===== src/rtl/div_unit.sv =====
// Multi-cycle 32-bit radix-2 restoring divider for DIV/DIVU. Produces one quotient
// bit per cycle. Quotient is returned on div_lo and remainder on div_hi.
module div_unit (
    input  logic        clock,
    input  logic        reset,
    input  logic        start_e,
    input  logic        is_signed_e,
    input  logic [31:0] dividend_e,
    input  logic [31:0] divisor_e,
    input  logic        abort_e,
    output logic        busy,
    output logic        done,
    output logic [31:0] div_hi,
    output logic [31:0] div_lo
);
    localparam int DATA_W = 32;

    typedef enum logic [1:0] {IDLE, RUN, FIX} state_t;

    state_t              state, state_next;
    logic                accept;
    logic [4:0]          count;
    logic [DATA_W-1:0]   rem;
    logic [DATA_W-1:0]   quo;
    logic [DATA_W-1:0]   dvsr;
    logic                q_neg, r_neg, div_zero;
    logic [DATA_W:0]     shifted;
    logic [DATA_W:0]     trial;

    function automatic logic [DATA_W-1:0] magnitude(input logic signed [DATA_W-1:0] v,
                                                     input logic is_signed);
        return (is_signed && v[DATA_W-1]) ? DATA_W'(-v) : DATA_W'(v);
    endfunction

    function automatic logic [DATA_W-1:0] apply_sign(input logic [DATA_W-1:0] v,
                                                      input logic neg);
        return neg ? (~v + 1'b1) : v;
    endfunction

    assign accept = (state == IDLE) && start_e && !abort_e;

    // The remainder stays below the divisor, so 32 stored bits plus a 33-bit trial suffice.
    assign shifted = {rem, quo[DATA_W-1]};
    assign trial   = shifted - {1'b0, dvsr};

    always_ff @(posedge clock) begin
        if (reset) state <= IDLE;
        else       state <= state_next;
    end

    always_comb begin
        state_next = state;
        case (state)
            IDLE:    if (accept) state_next = RUN;
            RUN:     if (count == 5'd31) state_next = FIX;
            FIX:     state_next = IDLE;
            default: state_next = IDLE;
        endcase
        if (abort_e) state_next = IDLE;
    end

    always_ff @(posedge clock) begin
        if (reset) begin
            busy   <= 1'b0;
            done   <= 1'b0;
            count  <= '0;
            div_hi <= '0;
            div_lo <= '0;
        end else begin
            busy <= (state_next != IDLE);
            done <= 1'b0;
            if (accept)
                count <= '0;
            else if (state == RUN)
                count <= count + 5'd1;
            if (state == FIX && !abort_e) begin
                done   <= 1'b1;
                div_lo <= div_zero ? '1 : apply_sign(quo, q_neg);
                div_hi <= apply_sign(rem, r_neg);
            end
        end
    end

    // Datapath registers carry no reset; they are always reloaded on accept.
    always_ff @(posedge clock) begin
        if (accept) begin
            quo      <= magnitude(dividend_e, is_signed_e);
            dvsr     <= magnitude(divisor_e, is_signed_e);
            rem      <= '0;
            q_neg    <= is_signed_e & (dividend_e[DATA_W-1] ^ divisor_e[DATA_W-1]);
            r_neg    <= is_signed_e & dividend_e[DATA_W-1];
            div_zero <= (divisor_e == '0);
        end else if (state == RUN) begin
            if (!trial[DATA_W]) begin
                rem <= trial[DATA_W-1:0];
                quo <= {quo[DATA_W-2:0], 1'b1};
            end else begin
                rem <= shifted[DATA_W-1:0];
                quo <= {quo[DATA_W-2:0], 1'b0};
            end
        end
    end
endmodule


===== config.mk =====
export PLATFORM = sky130hd
export DESIGN_NAME = div_unit
export DESIGN_NICKNAME = d
export VERILOG_FILES = /design/src/rtl/div_unit.sv
export SDC_FILE = /design/constraint.sdc
export NUM_CORES = 1
export LEC_CHECK = 0
export CAP_MARGIN = 20
export CORE_MARGIN = 1
export CORE_UTILIZATION = 44
export CTS_CLUSTER_DIAMETER = 100
export DETAILED_ROUTE_END_ITERATION = 12
export GPL_ROUTABILITY_DRIVEN = 0
export PLACE_DENSITY_LB_ADDON = 0.05
export SLEW_MARGIN = 0
export SYNTH_ARGS = -nofsm -noshare
export SYNTH_HDL_FRONTEND = slang
export SYNTH_SLANG_ARGS = --single-unit

===== constraint.sdc =====
create_clock -name clock -period 4.45 [get_ports clock]
set_clock_uncertainty 0.2 [all_clocks]
set_input_delay 0.445 -clock clock [delete_from_list [all_inputs] [get_ports clock]]
set_output_delay 0.445 -clock clock [all_outputs]
set_load 0.05 [all_outputs]

==> results of run 1 <==
==> path summary, 6_finish.rpt <==
| kind | startpoint | end | cells past startpoint |
|---|---|---|---|
| max reg2reg | quo[31]$_DFFE_PP_ | rem[9]$_SDFFE_PP0P_ | 12 |
| min | div_hi[31]$_SDFFE_PP0P_ | div_hi[31]$_SDFFE_PP0P_ | 2 |
| min reg2reg | div_hi[31]$_SDFFE_PP0P_ | div_hi[31]$_SDFFE_PP0P_ | 2 |
| max | quo[31]$_DFFE_PP_ | rem[9]$_SDFFE_PP0P_ | 12 |
==> worst max-delay path, stage by stage, from the launching register on <==
cell                        delay, ns
sky130_fd_sc_hd__edfxtp_1        0.32
sky130_fd_sc_hd__inv_1           0.08
sky130_fd_sc_hd__ha_1            0.22
sky130_fd_sc_hd__fa_1            0.39
sky130_fd_sc_hd__nand2b_1        0.18
sky130_fd_sc_hd__a21oi_1         0.24
sky130_fd_sc_hd__o21ai_1         0.22
sky130_fd_sc_hd__a2111oi_2       0.51
sky130_fd_sc_hd__nor3_4          0.13
sky130_fd_sc_hd__xnor2_4         0.45
sky130_fd_sc_hd__buf_12          0.23
sky130_fd_sc_hd__mux2i_1         0.21
sky130_fd_sc_hd__a21oi_1         0.09
==> metrics by stage <==
step | instance area, sq um | util [%] | std cells | setup slack (ns)
floorplan | 10700 | - | 1225 | 1.32
global placement | 12300 | 52.1 | 1634 | 0.753
detailed placement | 12300 | 52.2 | 1635 | 0.635
CTS | 12900 | 54.8 | 1667 | 0.795
global route | 12900 | 54.8 | 1667 | 0.555
finish | 12900 | 54.8 | 1667 | 0.817
==> kinds of logic after synthesis <==
kind of cell | share of synthesized area [%]
AO/OA/AOI/OAI | 20.8
multiplexers | 2.45
XOR/XNOR | 12.5
AND/OR/NAND/NOR | 17.0
adder cells (fa/ha/maj) | 4.65
flip-flops | 38.6
buffers and inverters | 3.97
==> area by class of cell <==
class | count | area (sq um) | share of cell area [%]
multi-input cells | 944 | 6140 | 47.4
flip-flops and latches | 172 | 4110 | 31.8
repair buffers | 148 | 1480 | 11.4
clock buffers | 18 | 450 | 3.48
well taps | 319 | 399 | 3.08
inverters | 52 | 195 | 1.51
clock inverters | 14 | 175 | 1.35
==> power breakdown <==
part | switching (mW) | leakage [nW] | total (mW) | internal [mW]
logic | 0.959 | 3.09 | 1.72 | 0.761
registers | 0.242 | 1.49 | 2.02 | 1.78
clock network | 0.661 | 0.313 | 1.59 | 0.927
==> routing by layer <==
layer  vias up  share of wire (%)  global-route usage, %
li1       4652                  -                      -
met3        20                6.4                   2.87
met2       284                 39                   31.1
met4         0               0.96                   5.32
met1      4200                 53                   36.0
met5         -                  0                      0
==> layout by cell type (no fill, tap or decap), types with 3 or more instances in the layout <==
master,netlist,final
sky130_fd_sc_hd__nand3_1,12,12
sky130_fd_sc_hd__and4_1,3,3
sky130_fd_sc_hd__a21oi_1,125,125
sky130_fd_sc_hd__or4_4,3,3
sky130_fd_sc_hd__clkbuf_16,0,18
sky130_fd_sc_hd__nor3_1,35,35
sky130_fd_sc_hd__a211oi_1,38,38
sky130_fd_sc_hd__or3_1,15,15
sky130_fd_sc_hd__o21a_1,5,5
sky130_fd_sc_hd__inv_1,51,50
sky130_fd_sc_hd__xor2_1,86,86
sky130_fd_sc_hd__mux2i_1,25,25
sky130_fd_sc_hd__a31oi_1,17,17
sky130_fd_sc_hd__bufinv_16,0,3
sky130_fd_sc_hd__nand4_1,8,8
sky130_fd_sc_hd__and3_1,17,17
sky130_fd_sc_hd__inv_6,0,4
sky130_fd_sc_hd__and2_1,7,6
sky130_fd_sc_hd__clkinv_2,0,3
sky130_fd_sc_hd__buf_4,1,12
sky130_fd_sc_hd__nor4_1,7,7
sky130_fd_sc_hd__or4_1,6,6
sky130_fd_sc_hd__o31ai_1,22,22
sky130_fd_sc_hd__nand3b_1,4,4
sky130_fd_sc_hd__o21ai_1,3,3
sky130_fd_sc_hd__dfxtp_1,105,105
sky130_fd_sc_hd__ha_1,38,38
sky130_fd_sc_hd__o21ai_0,109,109
sky130_fd_sc_hd__nor2_1,97,95
sky130_fd_sc_hd__o41ai_1,14,14
sky130_fd_sc_hd__nor2b_1,7,6
sky130_fd_sc_hd__o211ai_1,8,8
sky130_fd_sc_hd__a21boi_0,3,3
sky130_fd_sc_hd__edfxtp_1,67,67
sky130_fd_sc_hd__nand2_1,115,115
sky130_fd_sc_hd__xnor2_1,61,61
sky130_fd_sc_hd__nand2b_1,10,10
sky130_fd_sc_hd__clkdlybuf4s50_1,0,134
sky130_fd_sc_hd__a21o_1,8,8
==> registers in the layout, indices dropped and copies added (netlist names) <==
name / flops
q_neg: 1
rem: 32
quo: 32
busy: 1
div_zero: 1
r_neg: 1
done: 1
state: 2
dvsr: 32
count: 5
div_lo: 32
div_hi: 32
==> results, run 1 <==
- The flow ran to the end, and the final reports show no timing, DRC or antenna violations.
- The number of nets still failing antenna checks after routing is 0.
- The number of antenna violations at the first check in global routing came to 0.
- In this run, the number of DRC markers left after iteration 0 of detailed routing was 680.
- Static timing analysis puts the maximum clock frequency at 275 MHz.
- Summed over all cells, the static leakage comes to 4.90 nW.
- After detailed routing, the number of remaining DRC violations is 0.
- The completed layout was analyzed and its total power is 5.33 mW.
- Cells with a size suffix above 1 make up 5.42% of the layout.
- The largest net degree at the start of global routing is 89.
- The number of buffers on the longest clock path is 2.
- The critical path is of the reg2reg type.
- The average vias per placed instance is 5.49.
- Setup repair after global routing left no endpoint under its margin.
- The floorplan has 56 rows.
- The net count of the finished layout is 1,443.
- After clock tree synthesis, the clock-pin slew on the worst setup and hold paths is 0.07 ns.
- The most used flip-flop cell after synthesis is sky130_fd_sc_hd__dfxtp_1.
- The worst-case vdd ir drop is 0.000238 V.
- The worst-case headroom to the max-slew limit is 29.1%.
- For this run, the total global-route usage over all layers was measured as 22.5%.
- The post-cts sizing count is 0.
- The commonest cells after synthesis are sky130_fd_sc_hd__a21oi_1, sky130_fd_sc_hd__nand2_1, sky130_fd_sc_hd__o21ai_0.
- The clock period could shrink to 3.63 ns.
- The global-route wire length before repair is 43,900 microns.
- The floorplan step defined a die boundary enclosing 24,800 sq um.
- Setup violations remaining at the end of the flow were counted as 0.
- For the worst setup path, the data required time is 4.54 ns.
- The area inside the core boundary is 23,600 sq um.
- The initial core utilization is 45.1%.
- The count of input and output buffers is 134.
- The first-pass iteration count of the detailed router is 5.
- The netlist area before placement is 10,700 sq um.
- The number of global-route vias before repair is 8,259.
- The clock insertion delay at the later pin of the skew report is 0.43 ns.
- The global-route congestion overflow total is 0.
- The height of the chip is 158 microns.
- Counting distinct cell types in the post-synthesis netlist gives 68.
- Clock tree synthesis inserted a total of 17 buffers.
- The count of vias placed by the detailed router is 9,156.
- Hold timing on the final database bottoms out at a slack of 0.298 ns.
- In this run the worst path has a maximum fanout of 13.
- Dividing the synthesized area by the synthesized cell count gives 8.70 sq um.
- The per-cell routed wire length is 16.4 microns.
- The total of flip-flops plus latches after synthesis is 172.
- The min-delay analysis places its worst path in the category reg2reg.
- The number of antenna cells inserted is 0.
- The tool flagged a number of max-cap violations equal to 0.
- The synthesis-to-finish area growth is 21.6%.
- The post-route setup TNS is 0 ns.
- After synthesis, the share of flip-flops with an asynchronous set or reset is 0%.
- For the pin with the worst max-slew slack, the measured transition is 1.06 ns.
- The aggregate routed wire length is 27,300 microns.
- The post-route clock period utilization is 81.6%.
- For this run, the number of Yosys warnings is 0.
- The number of filler instances in the final layout is 2,231.
- The worst setup path is captured at a register.
- The areal power density over the cells is 412 nW/um^2.
- Clock tree synthesis selected as its root buffer the cell sky130_fd_sc_hd__clkbuf_16.
- Summed over its instances, the top area cell type makes up 19.7% of the synthesized netlist area.
- The portion of the post-synthesis area used by sequential elements is 38.6%.
- Yosys instantiated no cell more often than sky130_fd_sc_hd__a21oi_1.
- The final HPWL from detailed placement is 20,700 microns.
- STA classifies the critical path startpoint as a register.
- The sink count of the clock tree is 172.
- The post-synthesis cell type with the largest combined area is sky130_fd_sc_hd__dfxtp_1.
- Counting every net in the synthesized netlist gives 1,333.
- By area the synthesized netlist is led by sky130_fd_sc_hd__dfxtp_1, sky130_fd_sc_hd__edfxtp_1, sky130_fd_sc_hd__xor2_1.
- The data arrival time of the critical path is 3.72 ns.
- The count of boundary I/O pins is 135.
- The final number of max-transition violations was 0.
- The number of setup buffers added after CTS is 0.
- TritonCTS built the clock tree.
- The count of flip-flops with a built-in enable after synthesis is 67.
- The width of the die is 158 microns.
- The flop-to-flop setup slack is 0.82 ns.
- The H-tree was split into 4 levels.
- The hold violation total from the final report is 0.
- The number of buffers added to fix hold violations after cts is 0.
- The gate count after technology mapping is 1,225.
Power figures use the tool's default switching activity.
==> run 2, diff against run 1 <==
Clock period 4.45 ns to 3.8 ns, I/O delays scaled along.
==> run 2 against run 1 <==
- clock power up 8%
- die area did not move
- global-route usage up 0.064 points
- core utilization rose by 0.34 points
- hold slack worse by 0.0095 ns
- via count is 0.36% higher
- combinational power is 24% higher
- design area increased by 0.62%
- largest power group unchanged
==> results, run 2 (synthesis results as in run 1) <==
- The met2 layer usage reported by global route is 29.9% (-1.2 points).
- The count of boundary I/O pins is 135 (unchanged).
- The hold path depth is 2 (unchanged).
- The count of input and output buffers is 134 (unchanged).
- The number of antenna violations at the first check in global routing came to 0 (unchanged).
- The hold violation total from the final report was 0 (unchanged).
- The flow ran to the end, and the final reports show no timing, DRC or antenna violations.
- The post-cts sizing count is 0 (unchanged).
- The final critical delay including setup and external delays came to 3.40 ns (-0.228 ns).
- The worst setup path is captured at a register.
- The source of the worst hold timing path is div_hi[0]$_SDFFE_PP0P_.
- The remaining design rule violation count is 0 (unchanged).
- The reported max-cap violation count was 0 (unchanged).
- The post-route worst setup slack came to 0.395 ns (-0.422 ns).
- The worst-case vdd ir drop is 0.000221 V (-6.8%).
- The first-pass iteration count of the detailed router is 5 (unchanged).
- The leakage power is 4.96 nW (+1.4%).
- The initial core utilization is 45.1% (unchanged).
- Setup repair after global routing left no endpoint under its margin.
- The capture instance of the worst register-to-register path is rem[30]$_SDFFE_PP0P_.
- The row count is 56 (unchanged).
- The number of levels in the clock H-tree is 4 (unchanged).
- The area of the die is 24,800 sq um (unchanged).
- The clock insertion delay at the later pin of the skew report is 0.43 ns (about the same).
- The post-route core utilization is 55.2% (+0.34 points).
- The ratio of cells with drive above 1 in the final layout is 6.52% (+1.1 points).
- The cell at the root of the clock tree is sky130_fd_sc_hd__clkbuf_16.
- The count of vias placed by the detailed router came to 9,189 (+0.36%).
- The global-route wire length before repair was 43,600 microns (-0.71%).
- The tightest hold margin is 0.288 ns (-0.00948 ns).
- The number of buffers added to fix hold violations after cts is 0 (unchanged).
- The routing usage on met3 was 3.07% (+0.19 points).
- The largest net degree at the start of global routing is 89 (unchanged).
- The placed standard-cell area is 12,500 sq um (+1.0%).
- The number of buffers on the longest clock path is 2 (unchanged).
- The number of nets still failing antenna checks after routing is 0 (unchanged).
- The areal power density over the cells is 473 nW/um^2 (+15%).
- The post-CTS setup repair buffer count is 0 (unchanged).
- The area inside the core boundary is 23,600 sq um (unchanged).
- The post-route setup TNS is 0 ns (unchanged).
- The aggregate global-route resource usage is 22.5% (+0.064 points).
- The number of cells in the design after placement is 1,653 (+1.1%).
- The global-route congestion overflow total is 0 (unchanged).
- The number of global-route vias before repair is 8,144 (-1.4%).
- The type of the worst min-delay path is reg2reg.
- In the layout the commonest cells are sky130_fd_sc_hd__clkdlybuf4s50_1, sky130_fd_sc_hd__a21oi_1, sky130_fd_sc_hd__nand2_1, sky130_fd_sc_hd__o21ai_0, sky130_fd_sc_hd__dfxtp_1.
- The number of filler instances in the final layout is 2,255 (+1.1%).
- The final number of max-transition violations is 0 (unchanged).
- The height of the chip is 158 microns (unchanged).
- The post-route clock period utilization is 89.6% (+8.0 points).
- The aggregate routed wire length is 27,300 microns (about the same).
- The number of antenna cells inserted is 0 (unchanged).
- The worst-case headroom to the max-slew limit is 30.7% (+1.6 points).
- The path depth of the worst reg2reg path was 12 (unchanged).
- The per-cell routed wire length was 16.2 microns (-0.92%).
- The pre-CTS setup slack is 0.192 ns (-0.443 ns).
- The sink count of the clock tree came to 172 (unchanged).
- The power consumption is 6.16 mW (+16%).
- The path with the worst hold slack has its endpoint at div_hi[0]$_SDFFE_PP0P_.
- The worst-path maximum fanout is 4 (-9).
- The startpoint of the most critical setup path is quo[31]$_DFFE_PP_.
- The critical path required time is 3.95 ns (-0.59 ns).
- The routing usage on met1 is 37.2% (+1.2 points).
- The maximum achievable frequency is 294 MHz (+6.7%).
- The slew at the pin closest to its max-slew limit is 1.04 ns (-0.0209 ns).
- The data arrival time of the critical path is 3.56 ns (-0.16 ns).
- The count of routing violations after the opening detailed-route iteration came to 639 (-6.0%).
- The flop-to-flop setup slack was 0.40 ns (-0.42 ns).
- The category of the worst setup path launch point is a register.
- The most congested layer reported by global routing is met1.
- The commonest non-fill, non-tap cell in the layout is sky130_fd_sc_hd__clkdlybuf4s50_1.
- Relative to the synthesized area, the layout overhead comes to 22.3%.
- The setup violation total in the final timing report came to 0 (unchanged).
- The register clock-pin slew on the reported worst setup and hold paths is 0.06 ns (about the same).
- The post-route cell area is 13,000 sq um (+0.62%).
- The number of clock buffers inserted by TritonCTS is 17 (unchanged).
- The final cell count without fillers came to 1,684 (+1.0%).
- In this run the critical register-to-register path is launched from quo[31]$_DFFE_PP_.
- The layout net count is 1,461 (+1.2%).
- TritonCTS built the clock tree.
- The width of the die is 158 microns (unchanged).
- The final HPWL from detailed placement came to 20,800 microns (+0.34%).
- The average vias per placed instance was 5.46 (-0.65%).
- The critical path in this run is classified as reg2reg.
-- run 2: worst max-delay path by stage --
stage / end / slack (ns) / cells after the start
6_report: rem[30]$_SDFFE_PP0P_ / 0.40 / 12
5_1_grt: rem[30]$_SDFFE_PP0P_ / 0.19 / 12
4_1_cts: rem[20]$_SDFFE_PP0P_ / 0.39 / 12
3_5_place_dp: dvsr[30]$_DFFE_PP_ / 0.19 / 7
3_3_place_gp: dvsr[28]$_DFFE_PP_ / 0.24 / 7
2_1_floorplan: rem[25]$_SDFFE_PP0P_ / 0.67 / 12
-- run 2: metal layers --
layer	vias to the layer above	wire, microns
met5	-	0
met4	0	241
met3	20	1470
met2	244	10600
met1	4242	15100
li1	4683	-
-- run 2: worst max-delay path: stages (launching register included) --
cell and delay (ns):
sky130_fd_sc_hd__edfxtp_1 0.32, sky130_fd_sc_hd__inv_1 0.08, sky130_fd_sc_hd__ha_1 0.23, sky130_fd_sc_hd__fa_1 0.40
sky130_fd_sc_hd__nand2b_1 0.18, sky130_fd_sc_hd__a21oi_1 0.25, sky130_fd_sc_hd__o21ai_1 0.18, sky130_fd_sc_hd__buf_4 0.18
sky130_fd_sc_hd__a21oi_1 0.23, sky130_fd_sc_hd__nor3_1 0.11, sky130_fd_sc_hd__or4b_2 0.65, sky130_fd_sc_hd__a41o_1 0.20
sky130_fd_sc_hd__a31oi_1 0.14
-- run 2: where the power goes --
group / switching (mW) / leakage, nW / total [mW] / internal, mW
Combinational: 1.18 / 3.18 / 2.13 / 0.947
Clock: 0.728 / 0.295 / 1.72 / 0.989
Sequential: 0.230 / 1.49 / 2.31 / 2.08
-- run 2: area by class of cell --
type / instances / area, sq um / area share (%)
Clock buffer: 22 / 494 / 3.79
Clock inverter: 9 / 83.8 / 0.643
Tap cell: 319 / 399 / 3.06
Sequential cell: 172 / 4110 / 31.6
Multi-Input combinational cell: 944 / 6140 / 47.1
Timing Repair Buffer: 166 / 1610 / 12.3
Inverter: 52 / 195 / 1.50
==> run 3, diff against run 2 <==
Settings changed: SETUP_SLACK_MARGIN set to 0.02.
==> results of run 3 <==
No change in the layout: final DEF, timing and power equal those of run 2.
